--- config.mk ---
export PLATFORM = sky130hd
export DESIGN_NAME = rst_sequencer
export DESIGN_NICKNAME = d
export VERILOG_FILES = /design/src/rtl/rst_sequencer.sv
export SDC_FILE = /design/constraint.sdc
export NUM_CORES = 1
export LEC_CHECK = 0
export BUFFER_PORTS_ARGS = -buffer_cell sky130_fd_sc_hd__buf_4
export CORE_AREA = 3 3 40 42
export CTS_BUF_LIST = sky130_fd_sc_hd__clkbuf_4
export DETAILED_ROUTE_END_ITERATION = 16
export DIE_AREA = 0 0 43 45
export HOLD_SLACK_MARGIN = 0.08
export PLACE_DENSITY_LB_ADDON = 0.12
export SLEW_MARGIN = 10
export SYNTH_ARGS = -nofsm -noshare
export SYNTH_HDL_FRONTEND = slang
export SYNTH_SLANG_ARGS = --single-unit
--- constraint.sdc ---
create_clock -name Clk_i -period 1.5 [get_ports Clk_i]
set_input_delay 0.225 -clock Clk_i [delete_from_list [all_inputs] [get_ports Clk_i]]
set_output_delay 0.225 -clock Clk_i [all_outputs]
set_load 0.05 [all_outputs]
--- src/rtl/rst_sequencer.sv ---
// rst_sequencer: stretched, registered active-high reset from system reset, soft request and lock (option: RSTSEQ_LOCK_WAIT_EN)
module rst_sequencer #(
    parameter int HOLD_CYCLES = 16,
    parameter int LOCK_FILTER = 4
) (
    input  logic       Clk_i,
    input  logic       Rst_i,
    input  logic       SoftRstReq_i,
    input  logic       Locked_i,
    output logic       Rst_o,
    output logic       RstDone_o,
    output logic [1:0] State_o
);
    localparam int HW = HOLD_CYCLES > 1 ? $clog2(HOLD_CYCLES) : 1;
    localparam int LW = LOCK_FILTER > 1 ? $clog2(LOCK_FILTER) : 1;
`ifdef RSTSEQ_LOCK_WAIT_EN
    localparam bit LOCK_EN = 1'b1;
`else
    localparam bit LOCK_EN = 1'b0;
`endif

    typedef enum logic [1:0] {RESET = 2'd0, WAIT_LOCK = 2'd1, HOLD = 2'd2, RUN = 2'd3} state_t;

    state_t state, state_nxt;
    logic [HW-1:0] hold_cnt, hold_nxt;
    logic [LW-1:0] lock_cnt, lock_nxt;
    logic req_prev, req_edge, lost, rst_nxt, done_nxt;

    assign req_edge = SoftRstReq_i & ~req_prev;
    assign lost     = LOCK_EN & ~Locked_i;
    assign State_o  = state;

    // state, counters and registered outputs; reqPrev starts high so a request held through reset cannot retrigger
    always_ff @(posedge Clk_i) begin
        if (Rst_i) begin
            state     <= RESET;
            hold_cnt  <= '0;
            lock_cnt  <= '0;
            req_prev  <= 1'b1;
            Rst_o     <= 1'b1;
            RstDone_o <= 1'b0;
        end else begin
            state     <= state_nxt;
            hold_cnt  <= hold_nxt;
            lock_cnt  <= lock_nxt;
            req_prev  <= SoftRstReq_i;
            Rst_o     <= rst_nxt;
            RstDone_o <= done_nxt;
        end
    end

    // sequencing rules; lock loss outranks a soft request, and counters restart on every state entry
    always_comb begin
        state_nxt = state;
        hold_nxt  = hold_cnt;
        lock_nxt  = lock_cnt;
        case (state)
            RESET: begin
                state_nxt = LOCK_EN ? WAIT_LOCK : HOLD;
                hold_nxt  = '0;
                lock_nxt  = '0;
            end
            WAIT_LOCK: begin
                if (!Locked_i) lock_nxt = '0;
                else if (lock_cnt == LW'(LOCK_FILTER - 1)) begin
                    state_nxt = HOLD;
                    hold_nxt  = '0;
                end else lock_nxt = lock_cnt + 1'b1;
            end
            HOLD: begin
                if (lost) begin
                    state_nxt = WAIT_LOCK;
                    lock_nxt  = '0;
                end else if (req_edge) hold_nxt = '0;
                else if (hold_cnt == HW'(HOLD_CYCLES - 1)) state_nxt = RUN;
                else hold_nxt = hold_cnt + 1'b1;
            end
            default: begin
                if (lost) begin
                    state_nxt = WAIT_LOCK;
                    lock_nxt  = '0;
                end else if (req_edge) begin
                    state_nxt = HOLD;
                    hold_nxt  = '0;
                end
            end
        endcase
    end

    // reset is high everywhere except RUN; done pulses on the HOLD->RUN edge only
    always_comb begin
        rst_nxt  = state_nxt != RUN;
        done_nxt = state == HOLD && state_nxt == RUN;
    end
endmodule
==> run_results.csv, run 1 <==
group,metric,value,unit
floorplan,initial_core_util,39.2,%
global_route,grt.overflow.total,0,
job,max_cap_violations,0,
cells_and_area,fin_nets,66,
routing,drc,0,
placement,dp_hpwl,700,um
timing,max_freq,711,MHz
synthesis,synth_edf_count,0,
routing,viasPerCell,5.30,
routing,via_count,392,
global_route,grt_pass1_vias,379,
synthesis,synth_nets,55,
clock_tree,cts_max_path_buffers,2,
timing,worst_pin_slew,330,ps
clock_tree,ctsHoldBuffers,0,
global_route,grt_pass1_wl,1.71,mm
clock_tree,clock_latency,270,ps
clock_tree,cts_tree,"built",
worst_setup_path,critPathLaunch,"hold_cnt[1]",
synthesis,synth_top_cell_by_area,"dfxtp_1",
routing,wirelength,978,um
global_route,grt_use_total,12.3,%
timing,hold_viol_final,0,
worst_setup_path,cp-end-kind,"register",
placement,gp_congestion,0.715,
floorplan,die_h,45,um
timing,slew_headroom,77.7,%
clock_tree,cts.htree.levels,1,
floorplan,die_w,43,um
routing,wl_per_cell,13.2,um
min_path,min_path_type,"input port to register",
timing,fin_tns_setup,0,ps
floorplan,fp.dieArea,1940,um2
clock_tree,root_buffer,"clkbuf_4",
synthesis,ys_seq_area_share,43.7,%
synthesis,synthTopCellsByCount,"dfxtp_1, nor2_1, nand2b_1",
global_route,grt_max_degree,14,
placement,place.port_buffers,7,
pwr,power_density,949,nW/um2
clock_tree,clock_sinks,11,
synthesis,ys_warn_count,0,
pwr,p_leak,0.233,nW
synthesis,ys.flop_type,"dfxtp_1",
routing,drt_iter0_drc,4,
clock_tree,path_clk_slew,70,ps
synthesis,ys_seq_elements,11,
synthesis,synthCells,49,
cells_and_area,final_util,47.1,%
global_route,antenna_found_initial,0,
pwr,vdd_ir_drop_max,0.000433,V
cells_and_area,antenna_cells,0,
worst_setup_path,r2r_start,"hold_cnt[1]",
cells_and_area,syn2layout_area_growth,20.1,%
cells_and_area,drive_gt1_share,32.2,%
worst_setup_path,critPathLaunchType,"register",
timing,fin_crit_sh,93.8,%
min_path,hold_path_startpoint,"SoftRstReq_i",
floorplan,ios,8,
worst_setup_path,worstPathRequired,1690,ps
routing,drtAntennaViolNets,0,
worst_setup_path,worst_ep_arrival_time,1600,ps
worst_setup_path,crit_path_max_fanout,5,
synthesis,syn_area,504,um2
routing,first_pass_iters,3,
timing,rsz0062_at_grt,"false",
synthesis,synth_area_leaders,"dfxtp_1, a311oi_2, ha_1, nand2b_1, mux2i_1",
status,status,"complete, no violations",
synthesis,synth_most_common_cell,"dfxtp_1",
synthesis,syn_avg_cell_area,10.3,um2
timing,setup_viol,0,
worst_setup_path,path_class,"register to register",
synthesis,yosysTopAreaCellShare,43.7,%
clock_tree,cts_buffers,3,
floorplan,core,1280,um2
floorplan,rows,13,
timing,min_period,1410,ps
timing,fin_skew,0.535,ps
timing,final_max_slew_viol_count,0,
synthesis,async_flop_share,0,%
synthesis,synth_cell_type_count,22,
==> worst max-delay path, stage by stage (launching register included) <==
cell	delay [ps]
dfxtp_1	380
ha_2	220
nand3_1	130
o221a_4	340
a311oi_2	250
==> sequential cells by signal, indices dropped and copies added, names as in the netlist <==
register,count
hold_cnt,4
lock_cnt,2
req_prev,1
Rst_o,1
State_o,2
RstDone_o,1
==> final timing paths <==
| check | endpoint | slack [ps] | cells after the start |
|---|---|---|---|
| min | req_prev | 150 | 2 |
| max reg2reg | hold_cnt[3] | 90 | 4 |
| min reg2reg | hold_cnt[1] | 520 | 2 |
| max | hold_cnt[3] | 90 | 4 |
==> placed cells by master (no fill, tap or decap) <==
cell        n
o221a_4     1
ha_2        1
nand2b_1    4
a31o_2      1
a31oi_1     1
nor2b_1     1
nor2_1      5
a22oi_1     1
dfxtp_1    10
nor2b_4     1
or3_1       2
o2bb2ai_1   1
nor3_1      2
buf_4       7
nor4bb_1    2
dfxtp_2     1
or2_2       1
nand3_1     2
nand3b_1    2
a21oi_1     1
nand2_1     3
mux2i_1     2
a311oi_2    2
clkbuf_4    4
ha_1        1
==> what timing repair did <==
action                     4_1_cts  5_1_grt
setup buffers                    0        0
gates resized for setup          0        1
setup endpoints to repair        0        1
==> final cells by class <==
cell class	instances	area, um2
Clock buffer	4	30.0
Timing Repair Buffer	7	52.6
Tap cell	15	18.8
Multi-Input combinational cell	37	283
Fill cell	130	679
Sequential cell	11	221
==> metal layers <==
layer	routed length, um	track usage [%]
met1	486	14.8
met2	426	18.6
met5	0	0
met4	17	7.23
met3	48	4.78
==> power breakdown <==
group          total [W]  internal (W)  switching [W]
sequential      0.000304      0.000298     0.00000657
clock           0.000227      0.000121       0.000105
combinational  0.0000442     0.0000203      0.0000238
==> cells by family (layout without fill, tap and decap cells) <==
logic type / count (synthesis) / after routing / synth area share (%)
fa+ha+maj: 2 / 2 / 4.96
mux: 2 / 2 / 3.97
simple gates: 25 / 25 / 29.5
buf+inv: 1 / 11 / 0.744
compound gates: 8 / 8 / 17.1
flops: 11 / 11 / 43.7
==> metrics by stage <==
stage | hold WS, ps | std cells | cell area [um2] | worst slack (ps) | total power, W
2_1_floorplan | 329 | 49 | 505 | 83.9 | 0.000339
3_3_place_gp | 427 | 70 | 573 | 155 | 0.000355
3_5_place_dp | 428 | 70 | 573 | 109 | 0.000355
4_1_cts | 149 | 74 | 603 | 87.6 | 0.000577
5_1_grt | 140 | 74 | 606 | 14.5 | 0.000607
6_report | 150 | 74 | 606 | 93.5 | 0.000575
No activity file was read; power rests on OpenSTA's default activity.
==> inputs of run 2 (changes only) <==
--- a/config.mk
+++ b/config.mk
@@ -6,6 +6,8 @@
 export NUM_CORES = 1
 export LEC_CHECK = 0
 export BUFFER_PORTS_ARGS = -buffer_cell sky130_fd_sc_hd__buf_4
+export CELL_PAD_IN_SITES_DETAIL_PLACEMENT = 0
+export CELL_PAD_IN_SITES_GLOBAL_PLACEMENT = 1
 export CORE_AREA = 3 3 40 42
 export CTS_BUF_LIST = sky130_fd_sc_hd__clkbuf_4
 export DETAILED_ROUTE_END_ITERATION = 16
==> run 2 against run 1 <==
Die area stayed put; cell area is 0.83% lower; clock-buffer cell count is 1 lower; register-to-register slack worse by 40 ps; setup slack worse by 37 ps; sequential power hardly changed.
==> run_results.csv, run 2 (synthesis results as in run 1) <==
group,metric,value,unit
clock_tree,root_buffer,"clkbuf_4",
timing,min_period,1440,ps
worst_setup_path,path_class,"register to register",
floorplan,die_h,45,um
timing,max_freq,693,MHz
routing,first_pass_iters,2,
global_route,grt_max_degree,14,
worst_setup_path,worst_ep_arrival_time,1630,ps
routing,wl_per_cell,13.8,um
global_route,grt_use_total,12.6,%
cells_and_area,syn2layout_area_growth,19.1,%
pwr,p_leak,0.235,nW
worst_setup_path,crit_path_max_fanout,5,
status,status,"complete, no violations",
clock_tree,path_clk_slew,80,ps
routing,drtAntennaViolNets,0,
timing,setup_viol,0,
placement,dp_hpwl,759,um
min_path,hold_path_startpoint,"SoftRstReq_i",
min_path,min_path_type,"input port to register",
clock_tree,cts-resized-gates,0,
timing,hold_viol_final,0,
routing,wirelength,1.02,mm
cells_and_area,drive_gt1_share,30.5,%
cells_and_area,final_common_cell,"dfxtp_1",
timing,final_max_slew_viol_count,0,
pwr,vdd_ir_drop_max,0.000327,V
timing,whs,145,ps
worst_setup_path,critPathLaunchType,"register",
global_route,antenna_found_initial,0,
timing,rsz0062_at_grt,"false",
routing,drt_iter0_drc,2,
worst_setup_path,reg2reg_depth,4,
placement,gp_congestion,0.712,
clock_tree,ctsHoldBuffers,0,
global_route,grt_pass1_wl,1.69,mm
clock_tree,clock_sinks,11,
timing,fin_crit_sh,96.3,%
placement,place.port_buffers,7,
worst_setup_path,crit_family,"compound AO/OA/AOI/OAI gates",
floorplan,ios,8,
clock_tree,clock_latency,280,ps
min_path,hold_depth,2,
global_route,grt.overflow.total,0,
timing,worst_pin_slew,367,ps
timing,fin_skew,0.684,ps
min_path,hold_path_end,"req_prev",
worst_setup_path,reg2reg_slack,60,ps
clock_tree,cts_max_path_buffers,2,
cells_and_area,antenna_cells,0,
job,max_cap_violations,0,
routing,viasPerCell,5.45,
floorplan,core,1280,um2
floorplan,die_w,43,um
floorplan,rows,13,
clock_tree,post-cts-setup-buffers,0,
floorplan,fp.dieArea,1940,um2
cells_and_area,fin_nets,66,
worst_setup_path,r2r_start,"hold_cnt[0]",
cells_and_area,top_register,"hold_cnt",
clock_tree,cts_buffers,3,
floorplan,initial_core_util,39.2,%
worst_setup_path,cp_slowest_cell,"dfxtp_1",
worst_setup_path,cpPeakStageDelay,380,ps
routing,drc,0,
worst_setup_path,worstPathRequired,1690,ps
worst_setup_path,r2r-end,"hold_cnt[3]",
global_route,grt_pass1_vias,408,
cells_and_area,final_util,46.7,%
clock_tree,cts.htree.levels,1,
worst_setup_path,cp-end-kind,"register",
cells_and_area,largest_reg_flops,4,
pwr,power_density,932,nW/um2
worst_setup_path,path_buf_inv,0,
timing,fin_tns_setup,0,ps
clock_tree,cts_tree,"built",
timing,slew_headroom,75.2,%
routing,via_count,403,
cells_and_area,final_cell_mix,"dfxtp_1, buf_4, nor2_1, nand2b_1",
worst_setup_path,path_cells,"ha_1 -> nand3_1 -> o221a_4 -> a311oi_2",
## run 2: cell count changes in the layout (fill, tap and decap cells not counted)
cell      delta
clkbuf_4     -1
ha_2         -1
clkinv_2     +1
ha_1         +1
## run 2: worst register-to-register path: cells and delay by family, from the launching register on
kind	cells	cell delay (ps)
AOI/OAI and AO/OA	2	610
DFF	1	380
adders and majority gates	1	230
and+or+nand+nor	1	130
## run 2: worst max path at each step
| stage | depth (start not counted) | to | slack, ps | from |
|---|---|---|---|---|
| 2_1_floorplan | 3 | hold_cnt[3] | 80 | State_o[0] |
| 3_3_place_gp | 4 | hold_cnt[3] | 160 | hold_cnt[0] |
| 3_5_place_dp | 4 | hold_cnt[3] | 70 | hold_cnt[0] |
| 4_1_cts | 4 | hold_cnt[3] | 60 | hold_cnt[0] |
| 5_1_grt | 4 | hold_cnt[3] | 10 | hold_cnt[0] |
| 6_report | 4 | hold_cnt[3] | 60 | hold_cnt[0] |
## run 2: report_power, final
part | internal [W] | switching, W
Sequential | 0.000298 | 0.00000652
Clock | 0.0000990 | 0.000113
Combinational | 0.0000201 | 0.0000236
## run 2: per-layer routing
layer | wire length, um | global-route usage [%]
met2 | 505 | 20.4
met4 | 30 | 12.0
met5 | 0 | 0
met1 | 447 | 12.4
met3 | 35 | 4.78
## run 2: layout make-up
| cell class | instances | area (um2) |
|---|---|---|
| Clock buffer | 3 | 22.5 |
| Clock inverter | 1 | 5.00 |
| Fill cell | 135 | 684 |
| Multi-Input combinational cell | 37 | 280 |
| Sequential cell | 11 | 221 |
| Tap cell | 15 | 18.8 |
| Timing Repair Buffer | 7 | 52.6 |
## run 2: stage by stage
step | total power, W | cells | worst slack (ps) | area [um2]
after floorplan | 0.000339 | 49 | 83.9 | 505
after global placement | 0.000354 | 70 | 159 | 573
after detailed placement | 0.000355 | 70 | 68.1 | 573
final | 0.000559 | 74 | 56.0 | 601
after CTS | 0.000567 | 74 | 55.4 | 601
after global routing | 0.000592 | 74 | 12.1 | 601
==> inputs of run 3 (changes only) <==
--- a/config.mk
+++ b/config.mk
@@ -5,13 +5,14 @@
 export SDC_FILE = /design/constraint.sdc
 export NUM_CORES = 1
 export LEC_CHECK = 0
+export ABC_AREA = 1
 export BUFFER_PORTS_ARGS = -buffer_cell sky130_fd_sc_hd__buf_4
 export CELL_PAD_IN_SITES_DETAIL_PLACEMENT = 0
 export CELL_PAD_IN_SITES_GLOBAL_PLACEMENT = 1
-export CORE_AREA = 3 3 40 42
+export CORE_MARGIN = 3
+export CORE_UTILIZATION = 41
 export CTS_BUF_LIST = sky130_fd_sc_hd__clkbuf_4
 export DETAILED_ROUTE_END_ITERATION = 16
-export DIE_AREA = 0 0 43 45
 export HOLD_SLACK_MARGIN = 0.08
 export PLACE_DENSITY_LB_ADDON = 0.12
 export SLEW_MARGIN = 10
==> run 3 against run 2 <==
Via count up 15%; clock power up 4%; first-iteration DRC count rose by 100%; die area shrank 2.7%; setup slack improved by 210 ps; synthesized area increased by 14%; sequential share of layout area down 4.0 points; register-to-register slack improved by 210 ps; clock skew rose by 2.2 ps; highest routed layer unchanged; non-clock buffer count stayed put.
==> run_results.csv, run 3 <==
group,metric,value,unit
cells_and_area,final_common_cell,"nand2_1",
cells_and_area,syn2layout_area_growth,16.8,%
pwr,power_density,868,nW/um2
clock_tree,clock_latency,260,ps
clock_tree,cts-resized-gates,0,
timing,worst_pin_slew,221,ps
synthesis,ys_warn_count,0,
timing,min_period,1230,ps
routing,via_count,464,
synthesis,synth_top_family_by_area,"simple AND/OR/NAND/NOR gates",
placement,dp_hpwl,746,um
routing,drc,0,
pwr,p_sw_share,24.1,%
cells_and_area,antenna_cells,0,
pwr,clock_power_share,37.9,%
worst_setup_path,critPathLaunchType,"register",
cells_and_area,final_util,55.7,%
cells_and_area,fin_nets,94,
worst_setup_path,cp_slowest_cell,"dfxtp_1",
pwr,finalPower,0.000581,W
timing,hold_viol_final,0,
floorplan,fp.dieArea,1880,um2
pwr,p_seq_share,52.9,%
timing,fin_crit_sh,82.2,%
pwr,combPwrFrac,9.1,%
synthesis,ys.flop_type,"dfxtp_1",
timing,slew_headroom,85.3,%
routing,first_pass_iters,4,
worst_setup_path,path_class,"register to register",
routing,drt_iter0_drc,4,
worst_setup_path,cp-end-kind,"register",
global_route,grt_pass1_wl,1.64,mm
synthesis,synth_xor_area_share,0,%
job,max_cap_violations,0,
synthesis,synthCells,77,
worst_setup_path,worst_ep_arrival_time,1400,ps
cells_and_area,drive_gt1_share,35.6,%
cells_and_area,stdcell_count,101,
floorplan,ios,8,
cells_and_area,top_register,"hold_cnt",
synthesis,synth_edf_count,0,
clock_tree,path_clk_slew,70,ps
worst_setup_path,crit_family,"flip-flops",
pwr,p_leak,0.309,nW
global_route,antenna_found_initial,0,
synthesis,synth_top_cell_by_area,"dfxtp_1",
min_path,min_path_type,"input port to register",
timing,setup_viol,0,
global_route,grt.overflow.total,0,
timing,rsz0062_at_grt,"false",
synthesis,ys_seq_elements,11,
synthesis,async_flop_share,0,%
pwr,p_switching,0.000140,W
global_route,grt_pass1_vias,401,
synthesis,syn_avg_cell_area,7.44,um2
floorplan,core,1200,um2
synthesis,synth_mux_area_share,0,%
routing,viasPerCell,4.59,
worst_setup_path,cpPeakStageDelay,340,ps
clock_tree,cts_tree,"built",
floorplan,die_h,43.4,um
synthesis,synth_compound_area_share,10.5,%
floorplan,initial_core_util,47.7,%
synthesis,synth_cell_type_count,22,
clock_tree,root_buffer,"clkbuf_4",
worst_setup_path,crit_path_max_fanout,5,
pwr,vdd_ir_drop_max,0.000456,V
synthesis,synth_area_leaders,"dfxtp_1, nand2_1, nand2_2, inv_1, ha_1",
cells_and_area,largest_reg_flops,4,
timing,fin_skew,2.89,ps
clock_tree,clock_sinks,11,
global_route,grt_max_degree,10,
clock_tree,cts_buffers,3,
placement,pre_cts_ws,272,ps
timing,setup_ws,268,ps
synthesis,ys_seq_area_share,38.4,%
clock_tree,cts.htree.levels,1,
worst_setup_path,worstPathRequired,1660,ps
worst_setup_path,path_cells,"ha_1 -> nand3_2 -> clkinv_1 -> nand2_2 -> nand2_4 -> o21ai_1 -> nor2_2",
cells_and_area,final_cell_mix,"nand2_1, dfxtp_1, inv_1, nand2_2, buf_4",
routing,wl_per_cell,9.65,um
timing,fin_tns_setup,0,ps
routing,drtAntennaViolNets,0,
timing,max_freq,811,MHz
synthesis,yosys.area_share.simple,36.9,%
synthesis,synth_most_common_cell,"nand2_1",
clock_tree,cts_max_path_buffers,2,
clock_tree,post-cts-setup-buffers,0,
floorplan,die_w,43.4,um
placement,place.port_buffers,7,
clock_tree,ctsHoldBuffers,0,
synthesis,yosysTopAreaCellShare,38.4,%
timing,final_max_slew_viol_count,0,
global_route,grt_use_total,11.9,%
floorplan,rows,12,
routing,wirelength,975,um
status,status,"complete, no violations",
placement,placedCellCount,97,
synthesis,synth_nets,83,
synthesis,synthTopCellsByCount,"nand2_1, dfxtp_1, inv_1",
synthesis,syn_area,573,um2
pwr,p_int,0.000441,W
synthesis,synthAdderAreaFrac,4.37,%
placement,gp_congestion,0.723,
worst_setup_path,path_buf_inv,1,
-- run 3: changes by cell type after synthesis, sizes merged, moves of 4 or more --
cell | previous run | this run
nand2b | 4 | 0
nand2 | 3 | 23
inv | 0 | 13
a21oi | 1 | 5
nor2 | 5 | 9
nand4 | 0 | 4
-- run 3: logic make-up (layout without fill, tap and decap cells) --
family / count (synthesis) / after routing
AO/OA/AOI/OAI: 9 / 9
AND/OR/NAND/NOR: 40 / 40
buffers and inverters: 15 / 25
flip-flops: 11 / 11
adder cells (fa/ha/maj): 2 / 2
-- run 3: power groups by stage --
stage	Sequential, W	Clock (W)	Combinational (W)
after floorplan	0.000318	0	0.0000342
after global placement	0.000314	0	0.0000543
after detailed placement	0.000314	0	0.0000538
after CTS	0.000308	0.000230	0.0000540
after global routing	0.000309	0.000249	0.0000605
final	0.000307	0.000221	0.0000531
-- run 3: per-stage QoR --
step	cell area (um2)	hold WS, ps
6_report	669	173
5_1_grt	669	186
3_5_place_dp	639	449
2_1_floorplan	573	332
4_1_cts	669	167
3_3_place_gp	639	441
-- run 3: worst paths after layout --
path,startpoint,end,slack [ps],cells past startpoint
worst max register to register,hold_cnt[0],hold_cnt[0],270,7
worst max-delay path,hold_cnt[0],hold_cnt[0],270,7
worst min-delay path,SoftRstReq_i,req_prev,170,3
worst min register to register,lock_cnt[1],lock_cnt[1],470,2
-- run 3: cell type report --
cell class                 count  area (um2)
inverter                      14        52.6
sequential                    11         220
timing repair buffer           7        52.6
tap                           14        17.5
multi-input combinational     51         297
clock buffer                   4        30.0
fill                         117         532
-- run 3: tightest hold or removal path: cells and delay by family --
kind | cells | cell delay, ps
buffers and inverters | 2 | 140
and+or+nand+nor | 1 | 50
-- run 3: per-layer routing --
layer / share of wire, % / vias up / track usage, %
met5: 0 / - / 0
met4: 1.4 / 0 / 9.04
met3: 3.9 / 2 / 2.49
met2: 42 / 5 / 16.8
met1: 53 / 195 / 15.6
li1: - / 262 / -
